==> src/rtl/alu_arbiter.sv <==
// Two-requester round-robin arbiter in front of a shared external 4-bit ALU.
// Optional macro ALU_ARBITER_LOCK_EN adds lock0/lock1 to pin round-robin priority.
module alu_arbiter (
  input  logic       clk,
  input  logic       rst,
  input  logic       req0,
  input  logic       req1,
  input  logic [3:0] a0,
  input  logic [3:0] b0,
  input  logic [3:0] a1,
  input  logic [3:0] b1,
  input  logic [1:0] sel0,
  input  logic [1:0] sel1,
`ifdef ALU_ARBITER_LOCK_EN
  input  logic       lock0,
  input  logic       lock1,
`endif
  output logic       gnt0,
  output logic       gnt1,
  output logic [3:0] alu_a,
  output logic [3:0] alu_b,
  output logic [1:0] alu_sel,
  input  logic [3:0] alu_y,
  input  logic       alu_k,
  input  logic       alu_n,
  input  logic       alu_c,
  input  logic       alu_v,
  output logic       rsp_valid,
  output logic       rsp_id,
  output logic [3:0] rsp_y,
  output logic [3:0] rsp_flags,
  output logic       busy
);

  typedef enum logic {IDLE, EXEC} state_t;

  state_t     state_q, state_d;
  logic [3:0] op_a_q, op_a_d;
  logic [3:0] op_b_q, op_b_d;
  logic [1:0] op_sel_q, op_sel_d;
  logic       last_id_q, last_id_d;
  logic       owner_q, owner_d;
  logic [1:0] gnt_q, gnt_d;
  logic       rsp_valid_q, rsp_valid_d;
  logic       rsp_id_q, rsp_id_d;
  logic [3:0] rsp_y_q, rsp_y_d;
  logic [3:0] rsp_flags_q, rsp_flags_d;

  logic       win_id;
  logic       win_lock;

  // On a tie the requester that did not win last time goes first.
  assign win_id = (req0 && req1) ? ~last_id_q : req1;

`ifdef ALU_ARBITER_LOCK_EN
  assign win_lock = win_id ? lock1 : lock0;
`else
  assign win_lock = 1'b0;
`endif

  // NOTE: state registers use non-blocking assignments so every flop samples
  // the pre-edge value of its _d input regardless of statement order.
  always_ff @(posedge clk or posedge rst) begin
    if (rst) begin
      state_q     <= IDLE;
      op_a_q      <= 4'h0;
      op_b_q      <= 4'h0;
      op_sel_q    <= 2'b00;
      last_id_q   <= 1'b1;
      owner_q     <= 1'b0;
      gnt_q       <= 2'b00;
      rsp_valid_q <= 1'b0;
      rsp_id_q    <= 1'b0;
      rsp_y_q     <= 4'h0;
      rsp_flags_q <= 4'h0;
    end else begin
      state_q     <= state_d;
      op_a_q      <= op_a_d;
      op_b_q      <= op_b_d;
      op_sel_q    <= op_sel_d;
      last_id_q   <= last_id_d;
      owner_q     <= owner_d;
      gnt_q       <= gnt_d;
      rsp_valid_q <= rsp_valid_d;
      rsp_id_q    <= rsp_id_d;
      rsp_y_q     <= rsp_y_d;
      rsp_flags_q <= rsp_flags_d;
    end
  end

  // NOTE: every signal gets a default at the top of the block, so no path
  // through the case can leave one unassigned and infer a latch.
  always_comb begin
    state_d     = state_q;
    op_a_d      = op_a_q;
    op_b_d      = op_b_q;
    op_sel_d    = op_sel_q;
    last_id_d   = last_id_q;
    owner_d     = owner_q;
    gnt_d       = 2'b00;
    rsp_valid_d = 1'b0;
    rsp_id_d    = rsp_id_q;
    rsp_y_d     = rsp_y_q;
    rsp_flags_d = rsp_flags_q;
    case (state_q)
      IDLE: begin
        if (req0 || req1) begin
          op_a_d    = win_id ? a1 : a0;
          op_b_d    = win_id ? b1 : b0;
          op_sel_d  = win_id ? sel1 : sel0;
          owner_d   = win_id;
          gnt_d     = win_id ? 2'b10 : 2'b01;
          last_id_d = win_lock ? last_id_q : win_id;
          state_d   = EXEC;
        end
      end
      EXEC: begin
        rsp_valid_d = 1'b1;
        rsp_id_d    = owner_q;
        rsp_y_d     = alu_y;
        rsp_flags_d = {alu_k, alu_n, alu_c, alu_v};
        state_d     = IDLE;
      end
      default: state_d = IDLE;
    endcase
  end

  // The ALU sees the operand registers in both states, so it never toggles idly.
  always_comb begin
    busy      = (state_q == EXEC);
    gnt0      = gnt_q[0];
    gnt1      = gnt_q[1];
    alu_a     = op_a_q;
    alu_b     = op_b_q;
    alu_sel   = op_sel_q;
    rsp_valid = rsp_valid_q;
    rsp_id    = rsp_id_q;
    rsp_y     = rsp_y_q;
    rsp_flags = rsp_flags_q;
  end

endmodule

==> config.mk <==
export PLATFORM = sky130hd
export DESIGN_NAME = alu_arbiter
export DESIGN_NICKNAME = d
export VERILOG_FILES = /design/src/rtl/alu_arbiter.sv
export SDC_FILE = /design/constraint.sdc
export NUM_CORES = 1
export LEC_CHECK = 0
export ABC_AREA = 1
export CAP_MARGIN = 20
export CORE_MARGIN = 3
export CORE_UTILIZATION = 50
export CTS_BUF_LIST = sky130_fd_sc_hd__clkbuf_4
export DETAILED_ROUTE_END_ITERATION = 8
export DONT_BUFFER_PORTS = 1
export SLEW_MARGIN = 10
export SYNTH_ARGS = -nofsm -noshare
export SYNTH_HDL_FRONTEND = slang
export SYNTH_SLANG_ARGS = --single-unit
==> constraint.sdc <==
create_clock -name clk -period 3.2 [get_ports clk]
set_clock_uncertainty 0.2 [all_clocks]
set_input_delay 0.32 -clock clk [delete_from_list [all_inputs] [get_ports clk]]
set_output_delay 0.32 -clock clk [all_outputs]
set_load 0.005 [all_outputs]
==> run summary <==
ANT nets after route - 0
Max Slew Vio Count - 0
Clock sinks - 25
Crit path max fanout - 12
Top cells by area, synth - dfrtp_1, nand2_1, nand3_1, inv_1, dfstp_2
Post-Syn Nets - 174
Top cell types by occurrence after synthesis - nand2_1, dfrtp_1, inv_1
Final Critical Period - 1720 ps
Crit path kind - reg -> reg
First-pass GRT wire length - 3.81 mm
Min-Delay Endpoint - alu_a[0]$_DFFE_PP0P_
Number of setup buffers added after CTS - 0
Hold path depth - 3
EDFF count, synth - 0
TNS Setup - 0 ps
Largest net degree at the start of global routing - 26
CTS root buf - clkbuf_4
Internal power - 471 uW
# rows - 16
Lkg Pwr - 0.726 nW
Core ar. - 2040 um^2
# fillers - 194
Post-synth ARST share - 100%
Clock buffer depth - 2
DIE AREA - 2850 um^2
Syn avg cell area - 7.92 um^2
Final Hold Viols - 0
Number of setup violations in the final report - 0
Area Overhead vs Synth - 14.5%
Fin nets - 187
Final global-route overflow total - 0
Req. time, crit path - 3230 ps
Yosys top cell by area - dfrtp_1
Worst setup SP type - flop
Die width - 53.4 um
Number of synthesis warnings - 0
Worst Max-Slew Pin Slew - 897 ps
Initial antenna violation count - 0
Share of the synthesized area in the top cell type - 53.4%
Number of global-route vias before repair - 900
Syn Inst Count - 142
I/O Pins - 55
Routed WL - 2.38 mm
Power per cell area - 534 nW/um^2
Initial Util - 55.1%
Worst Reg-to-Reg Cells - 5
TritonCTS Buffers - 3
Synthesized area - 1120 um^2
H-tree levels - 1
Drt first pass iters - 4
Count leader, synth - nand2_1
GP Congestion - 0.667
DR WL/cell - 13.1 um
Clock network power share - 20.6%
Vias - 899
Post-route DRC - 0
Hold/Removal Path Class - in -> reg
Layout cells sized above 1 - 5.84%
Vias per Instance - 4.97
Seq pwr share - 62.1%
R2r setup slk - 1480 ps
Later-pin clock latency in the skew report - 310 ps
Total track usage - 18.5%
Unrepaired setup endpoints after global routing - no
CTS tree - done
Initial drt markers - 10
Dpl cell area - 1120 um^2
Final period util - 53.6%
Hold wc startpoint - req1
Post-synthesis sequential area ratio - 55.7%
P_sw - 216 uW
Worst-path clk slew - 130 ps
HPWL after DPL - 1.64 mm
Diodes inserted - 0
Worst vdd ir - 0.342 mV
Sw Ratio - 31.5%
Post_cts resized - 0
Comb pwr share - 17.3%
Fmax - 583 MHz
Post-synthesis cell type count - 14
Die H - 53.4 um
Ys flop type - dfrtp_1
Slew headroom - 40.1%
CTS Hold Bufs - 14
R2r endpoint - owner_q$_DFFE_PP0P_
PortBufs - 0
Synthesis-stage register bit count - 25
MaxCap Viol Count - 0
Post-route cell area - 1290 um^2
Critical path arrival - 1740 ps
Run status - finished, final reports clean
R2r startpoint - last_id_q$_DFFE_PP1P_
Crit end category - flop
## per-stage QoR
stage	total power, mW	cells	hold WS (ps)	utilization [%]	setup WS [ps]
2_1_floorplan	0.518	142	147	-	1960
3_3_place_gp	0.534	163	200	54.7	1590
3_5_place_dp	0.540	163	203	54.7	1490
4_1_cts	0.697	181	0.101	63.1	1470
5_1_grt	0.734	181	4.61	63.1	1280
6_report	0.688	181	7.71	63.1	1480
## kinds of logic (layout without fill, tap and decap cells)
group,after synthesis,in the layout,synth area share [%]
DFF,25,25,55.7
AOI/OAI and AO/OA,1,1,0.779
buffers and inverters,30,42,11.7
and+or+nand+nor,86,86,31.8
## per-layer routing
layer | global-route usage (%) | routed length, um
met3 | 3.66 | 153
met1 | 23.9 | 1050
met2 | 29.8 | 1150
met5 | 0 | 0
met4 | 7.66 | 31
## cell type report
| class | count | area [um^2] | area share [%] |
|---|---|---|---|
| Clock inverter | 1 | 7.51 | 0.583 |
| Tap cell | 27 | 33.8 | 2.62 |
| Multi-Input combinational cell | 87 | 367 | 28.5 |
| Sequential cell | 25 | 627 | 48.7 |
| Inverter | 24 | 90.1 | 7.00 |
| Clock buffer | 3 | 22.5 | 1.75 |
| Timing Repair Buffer | 14 | 140 | 10.9 |
## layout by cell type, fill, tap and decap left out
cell type      synthesis  layout
clkinvlp_4             0       1
inv_1                 22      22
clkinv_1               1       1
nor2_1                 1       1
dlygate4sd3_1          0      14
nand3_1               20      20
nor2_4                 1       1
dfstp_2                1       1
a21oi_2                1       1
nand2_1               63      63
dfrtp_1               24      24
clkbuf_4               0       3
nor2_2                 1       1
inv_2                  1       1
## worst max-delay path by stage
stage	slack [ps]	endpoint	from	depth (start not counted)
after CTS	1470	owner_q$_DFFE_PP0P_	last_id_q$_DFFE_PP1P_	5
final	1480	owner_q$_DFFE_PP0P_	last_id_q$_DFFE_PP1P_	5
after floorplan	1960	alu_a[0]$_DFFE_PP0P_	last_id_q$_DFFE_PP1P_	6
after global placement	1590	owner_q$_DFFE_PP0P_	last_id_q$_DFFE_PP1P_	5
after detailed placement	1490	owner_q$_DFFE_PP0P_	last_id_q$_DFFE_PP1P_	5
after global routing	1280	alu_a[2]$_DFFE_PP0P_	last_id_q$_DFFE_PP1P_	5
## worst max-delay path: stages (launching register included)
cell and delay, ps:
dfstp_2 550, nand2_1 240, nand2_1 390, nor2_1 100
inv_1 90, nand2_1 50
## sequential cells by signal, summed over array words and instances, names as in the netlist
name	flops
alu_a	4
alu_b	4
alu_sel	2
busy	1
gnt_q	2
last_id_q	1
owner_q	1
rsp_flags	4
rsp_id	1
rsp_valid	1
rsp_y	4
## power groups by stage
stage | clock (mW) | sequential (mW) | combinational [mW]
final | 0.142 | 0.427 | 0.119
after global routing | 0.159 | 0.436 | 0.140
after CTS | 0.148 | 0.429 | 0.120
after detailed placement | 0 | 0.434 | 0.106
after global placement | 0 | 0.432 | 0.101
after floorplan | 0 | 0.418 | 0.100
No activity file was read; power rests on OpenSTA's default activity.
